<file path="src/rtl/button_debouncer.sv">
// Push-button conditioner: two-flop synchroniser followed by a debounce FSM
// that emits a clean level x and a one-cycle rising-edge pulse x_rise.
module button_debouncer #(
  parameter int DEBOUNCE_CYCLES = 4,
  parameter int CNT_W           = 3
) (
  input  logic clock,
  input  logic reset,
  input  logic btn,
  output logic x,
  output logic x_rise
);

  typedef enum logic [1:0] {
    S_LOW      = 2'd0,
    S_RISE_CHK = 2'd1,
    S_HIGH     = 2'd2,
    S_FALL_CHK = 2'd3
  } state_t;

  localparam logic [CNT_W-1:0] CNT_ZERO = '0;
  localparam logic [CNT_W-1:0] CNT_ONE  = CNT_W'(1);
  localparam logic [CNT_W-1:0] CNT_LAST = CNT_W'(DEBOUNCE_CYCLES - 1);

  // A window outside 2..2**CNT_W-1 would make the counter wrap or the FSM degenerate.
  generate
    if (DEBOUNCE_CYCLES < 2 || DEBOUNCE_CYCLES > (2 ** CNT_W) - 1) begin : g_bad_cfg
      $error("button_debouncer: DEBOUNCE_CYCLES=%0d outside legal range 2..%0d",
             DEBOUNCE_CYCLES, (2 ** CNT_W) - 1);
    end
  endgenerate

  logic             s1;
  logic             s2;
  state_t           state;
  logic [CNT_W-1:0] cnt;

  always_ff @(posedge clock or posedge reset) begin
    if (reset) begin
      s1 <= 1'b0;
      s2 <= 1'b0;
    end else begin
      s1 <= btn;
      s2 <= s1;
    end
  end

  // Only the synchronised s2 is ever examined here; x and x_rise are flops.
  always_ff @(posedge clock or posedge reset) begin
    if (reset) begin
      state  <= S_LOW;
      cnt    <= CNT_ZERO;
      x      <= 1'b0;
      x_rise <= 1'b0;
    end else begin
      x_rise <= 1'b0;
      case (state)
        S_LOW: begin
          x <= 1'b0;
          if (s2) begin
            state <= S_RISE_CHK;
            cnt   <= CNT_ONE;
          end else begin
            cnt <= CNT_ZERO;
          end
        end
        S_RISE_CHK: begin
          if (!s2) begin
            state <= S_LOW;
            cnt   <= CNT_ZERO;
          end else if (cnt == CNT_LAST) begin
            state  <= S_HIGH;
            x      <= 1'b1;
            x_rise <= 1'b1;
            cnt    <= CNT_ZERO;
          end else begin
            cnt <= cnt + CNT_ONE;
          end
        end
        S_HIGH: begin
          x <= 1'b1;
          if (!s2) begin
            state <= S_FALL_CHK;
            cnt   <= CNT_ONE;
          end
        end
        S_FALL_CHK: begin
          if (s2) begin
            state <= S_HIGH;
            cnt   <= CNT_ZERO;
          end else if (cnt == CNT_LAST) begin
            state <= S_LOW;
            x     <= 1'b0;
            cnt   <= CNT_ZERO;
          end else begin
            cnt <= cnt + CNT_ONE;
          end
        end
        default: begin
          state <= S_LOW;
          cnt   <= CNT_ZERO;
          x     <= 1'b0;
        end
      endcase
    end
  end

endmodule

</file>
<file path="config.mk">
export PLATFORM = sky130hd
export DESIGN_NAME = button_debouncer
export DESIGN_NICKNAME = d
export VERILOG_FILES = /design/src/rtl/button_debouncer.sv
export SDC_FILE = /design/constraint.sdc
export NUM_CORES = 1
export LEC_CHECK = 0
export CAP_MARGIN = 20
export CORE_AREA = 3 3 40 42
export CTS_BUF_LIST = sky130_fd_sc_hd__clkbuf_2 sky130_fd_sc_hd__clkbuf_4 sky130_fd_sc_hd__clkbuf_8
export DETAILED_ROUTE_END_ITERATION = 10
export DIE_AREA = 0 0 43 45
export PLACE_DENSITY = 0.58
export SLEW_MARGIN = 20
export SYNTH_ARGS = -nofsm -noshare
export SYNTH_HDL_FRONTEND = slang
export SYNTH_SLANG_ARGS = --single-unit
</file>
<file path="constraint.sdc">
create_clock -name clock -period 3 [get_ports clock]
set_clock_uncertainty 0.2 [all_clocks]
set_input_delay 0.45 -clock clock [delete_from_list [all_inputs] [get_ports clock]]
set_output_delay 0.45 -clock clock [all_outputs]
set_load 0.01 [all_outputs]
</file>
**Word level (Yosys, flattened, before mapping)**

Index checks and enable logic that the tools add are counted.

- Bits in registers: 9
- Output and inout port bits: 2

- $add $sub $neg: 1
- Eq/ne operators: 12
- Muxes and demuxes: 21
- Reductions and logical operators: 3

Operator list:

| kind | count |
|---|---|
| $mux 2 | 6 |
| $mux 3 | 4 |
| $ne 2x2->1 const B | 6 |
| $pmux 3 s4 | 1 |
| $mux 1 | 8 |
| $pmux 2 s4 | 1 |
| $reduce_and 4->1 | 2 |
| $ne 3x3->1 const B | 2 |
| $eq 2x2->1 const B | 2 |
| $pmux 1 s4 | 1 |
| $add 3x1->3 const B | 1 |
| $eq 3x2->1 const B | 1 |
| $eq 2x1->1 const B | 1 |
| $logic_not 2->1 | 1 |

**Logic depth before layout (Yosys ltp)**

- Word-level depth: 4
- Gate-level depth with buffers: 5

**Least setup slack after synthesis**

Ideal clock, no wire load.

- Kind: reg-to-reg
- Start: reg (tool-made name)
- End: reg (tool-made name)
- Library setup time: 126 ps
- Data arrival time: 1336 ps
- Path slack: 1338 ps
- Cell stages (with the launch flop): 6
- Period minus slack after synthesis: 1662 ps
- Cells stage by stage: dfrtp_1 -> inv_1 -> ha_1 -> mux2i_1 -> o21ai_0 -> a221o_1

==> results <==
- The sequential fraction of the synthesis area is 42.7%.
- The total number of vias is 377.
- The number of remaining DRC errors is 0.
- The clock latency on the worst-skew pair is 0.26 ns.
- At the end of routability-driven placement, the weighted congestion stood at 0.780.
- The mean number of vias per cell is 5.09.
- The headroom to the max-slew limit is 78.0%.
- Timing would allow up to 0.544 GHz.
- The netlist uses 27 different library cells.
- In the final layout, the share of cells above drive strength 1 is 8.47%.
- The critical path crosses 5 cells after its start point.
- The number of pins exceeding their max-slew limit in the final report came to 0.
- The total core area is 1280 um^2.
- Compared with the post-synthesis result, the final layout area differs by 15.6%.
- The fill cell instance count of the final layout is 122.
- The total of cells resized after clock tree synthesis is 0.
- The mapped netlist covers 528 um^2.
- The violation count after the first detailed-route iteration is 3.
- Counting every net in the synthesized netlist gives 61.
- The flow ran to the end, and the final reports show no timing, DRC or antenna violations.
- The category of the most critical setup path is flip-flop to flip-flop.
- The uppermost layer routed is met4.
- The final routed wire length divided by cell count is 12.4 um.
- The startpoint of the tightest hold check path is s1.
- The data required time of the critical path is 2.94 ns.
- Measured along the y axis, the die boundary spans 45 um.
- The number of clock sinks is 9.
- The wire length of the first global-routing pass is 1680 um.
- The highest ir drop seen on vdd is 0.000359 V.
- The effective utilization at floorplan is 41.1%.
- The count of boundary I/O pins is 5.
- The final worst-path cycle share is 61.2%.
- The number of antenna violations at the first check in global routing is 0.
- Across every metal layer, demand over resource in global routing totals 12.0%.
- The worst-path cell with the longest stage delay is sky130_fd_sc_hd__dfrtp_1.
- The number of search-and-repair iterations in the first detailed-routing pass is 3.
- The count of state elements after synthesis is 9.
- Hold repair after CTS inserted 0 buffers.
- The amount of wire on met3 after detailed routing is 15 um.
- The number of cell instances on the worst register-to-register path is 5.
- The number of hold violations in the final report is 0.
- The nature of the critical path startpoint is a flip-flop.
- The final routed wirelength across all metal layers is 916 um.
- After detailed routing, the wire length on met1 is 504 um.
- The post-CTS clock slew at the launch and capture registers of the worst setup and hold paths is 0.07 ns.
- The count of mapped cells out of synthesis is 52.
- The number of global-route vias before repair is 372.
- The detail route stage leaves a number of antenna-violating nets equal to 0.
- The die is 43 um wide.
- The clock passes through at most 2 buffers.
- The number of antenna diodes is 0.
- The library cell used most frequently in the layout, excluding fill and tap cells, is sky130_fd_sc_hd__dfrtp_1.
- The total clock buffers created by CTS is 3.
- Setup repair after global routing left no endpoint under its margin.
- The aggregate global routing overflow is 0.
- The met2 wirelength from detailed routing is 378 um.
- The mean post-synth cell area is 10.2 um^2.
- The slew of the pin with the lowest slew margin is 0.321 ns.
- The final critical delay including setup and external delays is 1.84 ns.
- The kind of cell with the highest combined delay along the critical path is compound AO/OA/AOI/OAI gates.
- The biggest cell delay along the critical path is 0.41 ns.
- Counting instances, the worst hold path has a depth of 0.
- In the layout the commonest cells are sky130_fd_sc_hd__dfrtp_1 (9), sky130_fd_sc_hd__ha_1 (6), sky130_fd_sc_hd__inv_1 (5), sky130_fd_sc_hd__o21ai_0 (4), sky130_fd_sc_hd__clkdlybuf4s50_1 (4).
- Setup violations remaining at the end of the flow were counted as 0.
- OpenSTA, run right after detailed placement, puts the worst setup slack at 1.18 ns.
- Entering global routing, the biggest net connects 12 pins.
- Summed over all cells, the static leakage comes to 0.285 nW.
- In this run the number of H-tree levels came out at 1.
- The number of buffers and inverters on the critical path is 1.
- The buffer cell driving the clock tree root is sky130_fd_sc_hd__clkbuf_4.
- The count of buffers added on input and output ports is 4.
- The die area is 1940 um^2.
- The classification of the worst-slack hold path is flip-flop to flip-flop.
- STA classifies the critical path endpoint as a flip-flop.
- The post-CTS setup buffer count is 0.
- At the worst endpoint, the arrival time is 1.78 ns.
- The areal power density over the cells is 915 nW/um^2.
- TritonCTS built the clock tree.
- Summed over all failing endpoints, the final setup total negative slack is 0 ns.
- The number of maximum-capacitance constraint violations is 0.
- The design draws 0.000559 W.
- The number of warnings printed during yosys synthesis is 0.
- For this run, the post-layout net count is 69.
- Walking the worst path, the cells encountered are inv_1 -> ha_1 -> mux2i_1 -> o21ai_0 -> a221o_1.
- In this run the worst path has a maximum fanout of 5.
- The detailed placement HPWL is 690 um.
- The total number of placement rows is 13.
- Across all setup checks in the final design, the least slack found is 1.16 ns.
[metal layers]
layer,global-route usage (%),vias up
met5,0,-
met4,9.04,0
met3,2.39,2
met2,15.3,2
met1,17.6,175
li1,-,198
[final timing paths]
| kind | endpoint | slack (ns) |
|---|---|---|
| worst max-delay path | flip-flop | 1.16 |
| worst min-delay path | s2 | 0.16 |
| worst max register to register | flip-flop | 1.16 |
| worst min register to register | s2 | 0.16 |
| max in group asynchronous | cnt[1] | 2.09 |
| min in group asynchronous | x | 0.25 |
[power breakdown]
part | switching [W] | total (W) | internal, W
Sequential | 0.0000304 | 0.000190 | 0.000159
Clock | 0.0000438 | 0.0000929 | 0.0000491
Combinational | 0.000142 | 0.000276 | 0.000134
Total | 0.000217 | 0.000559 | 0.000342
[cell families (layout without fill, tap and decap cells)]
kind of cell | after synthesis | after routing | share of synthesized area, %
buffers and inverters | 6 | 13 | 4.27
adders and majority gates | 6 | 6 | 14.2
DFF | 9 | 9 | 42.7
AOI/OAI and AO/OA | 12 | 12 | 15.9
and+or+nand+nor | 18 | 18 | 21.1
muxes | 1 | 1 | 1.90
[final cells by class]
class,count,area (um^2),area share (%)
Tap cell,15,18.8,3.07
Inverter,5,18.8,3.07
Sequential cell,9,225,36.9
Clock buffer,3,22.5,3.69
Timing Repair Buffer,4,40.0,6.56
Multi-Input combinational cell,37,280,45.9
Clock inverter,1,5.00,0.820
[stage by stage]
| step | util, % | hold WS [ns] | instance area [um^2] | instances |
|---|---|---|---|---|
| floorplan | - | 0.0779 | 528 | 52 |
| global placement | 45.4 | 0.135 | 583 | 70 |
| detailed placement | 45.4 | 0.146 | 583 | 70 |
| CTS | 47.5 | 0.161 | 611 | 74 |
| global route | 47.5 | 0.169 | 611 | 74 |
| finish | 47.5 | 0.157 | 611 | 74 |
[cells in the mapped netlist]
cell | instances | area (um^2)
sky130_fd_sc_hd__nor2b_1 | 2 | 12.5
sky130_fd_sc_hd__inv_1 | 5 | 18.8
sky130_fd_sc_hd__a32oi_1 | 1 | 8.76
sky130_fd_sc_hd__nand3b_1 | 1 | 7.51
sky130_fd_sc_hd__ha_1 | 6 | 75.1
sky130_fd_sc_hd__nand3_1 | 2 | 10.0
sky130_fd_sc_hd__o22ai_1 | 1 | 6.26
sky130_fd_sc_hd__a21oi_1 | 1 | 5.00
sky130_fd_sc_hd__mux2i_1 | 1 | 10.0
sky130_fd_sc_hd__o211ai_1 | 1 | 7.51
sky130_fd_sc_hd__or3_1 | 1 | 6.26
sky130_fd_sc_hd__and2_1 | 2 | 12.5
sky130_fd_sc_hd__o211a_1 | 1 | 10.0
sky130_fd_sc_hd__and3_1 | 1 | 6.26
sky130_fd_sc_hd__o21ai_0 | 4 | 20.0
sky130_fd_sc_hd__or2_1 | 1 | 6.26
sky130_fd_sc_hd__nand2_1 | 1 | 3.75
sky130_fd_sc_hd__a2bb2oi_1 | 1 | 8.76
sky130_fd_sc_hd__o31ai_1 | 1 | 7.51
sky130_fd_sc_hd__a221o_1 | 1 | 10.0
sky130_fd_sc_hd__nor4b_1 | 1 | 8.76
sky130_fd_sc_hd__dfrtp_1 | 9 | 225
sky130_fd_sc_hd__nor2b_2 | 1 | 8.76
sky130_fd_sc_hd__clkbuf_1 | 1 | 3.75
sky130_fd_sc_hd__nor3b_1 | 2 | 15.0
sky130_fd_sc_hd__nor2_1 | 2 | 7.51
sky130_fd_sc_hd__nand2b_1 | 1 | 6.26
(Power assumes the default switching activity.)
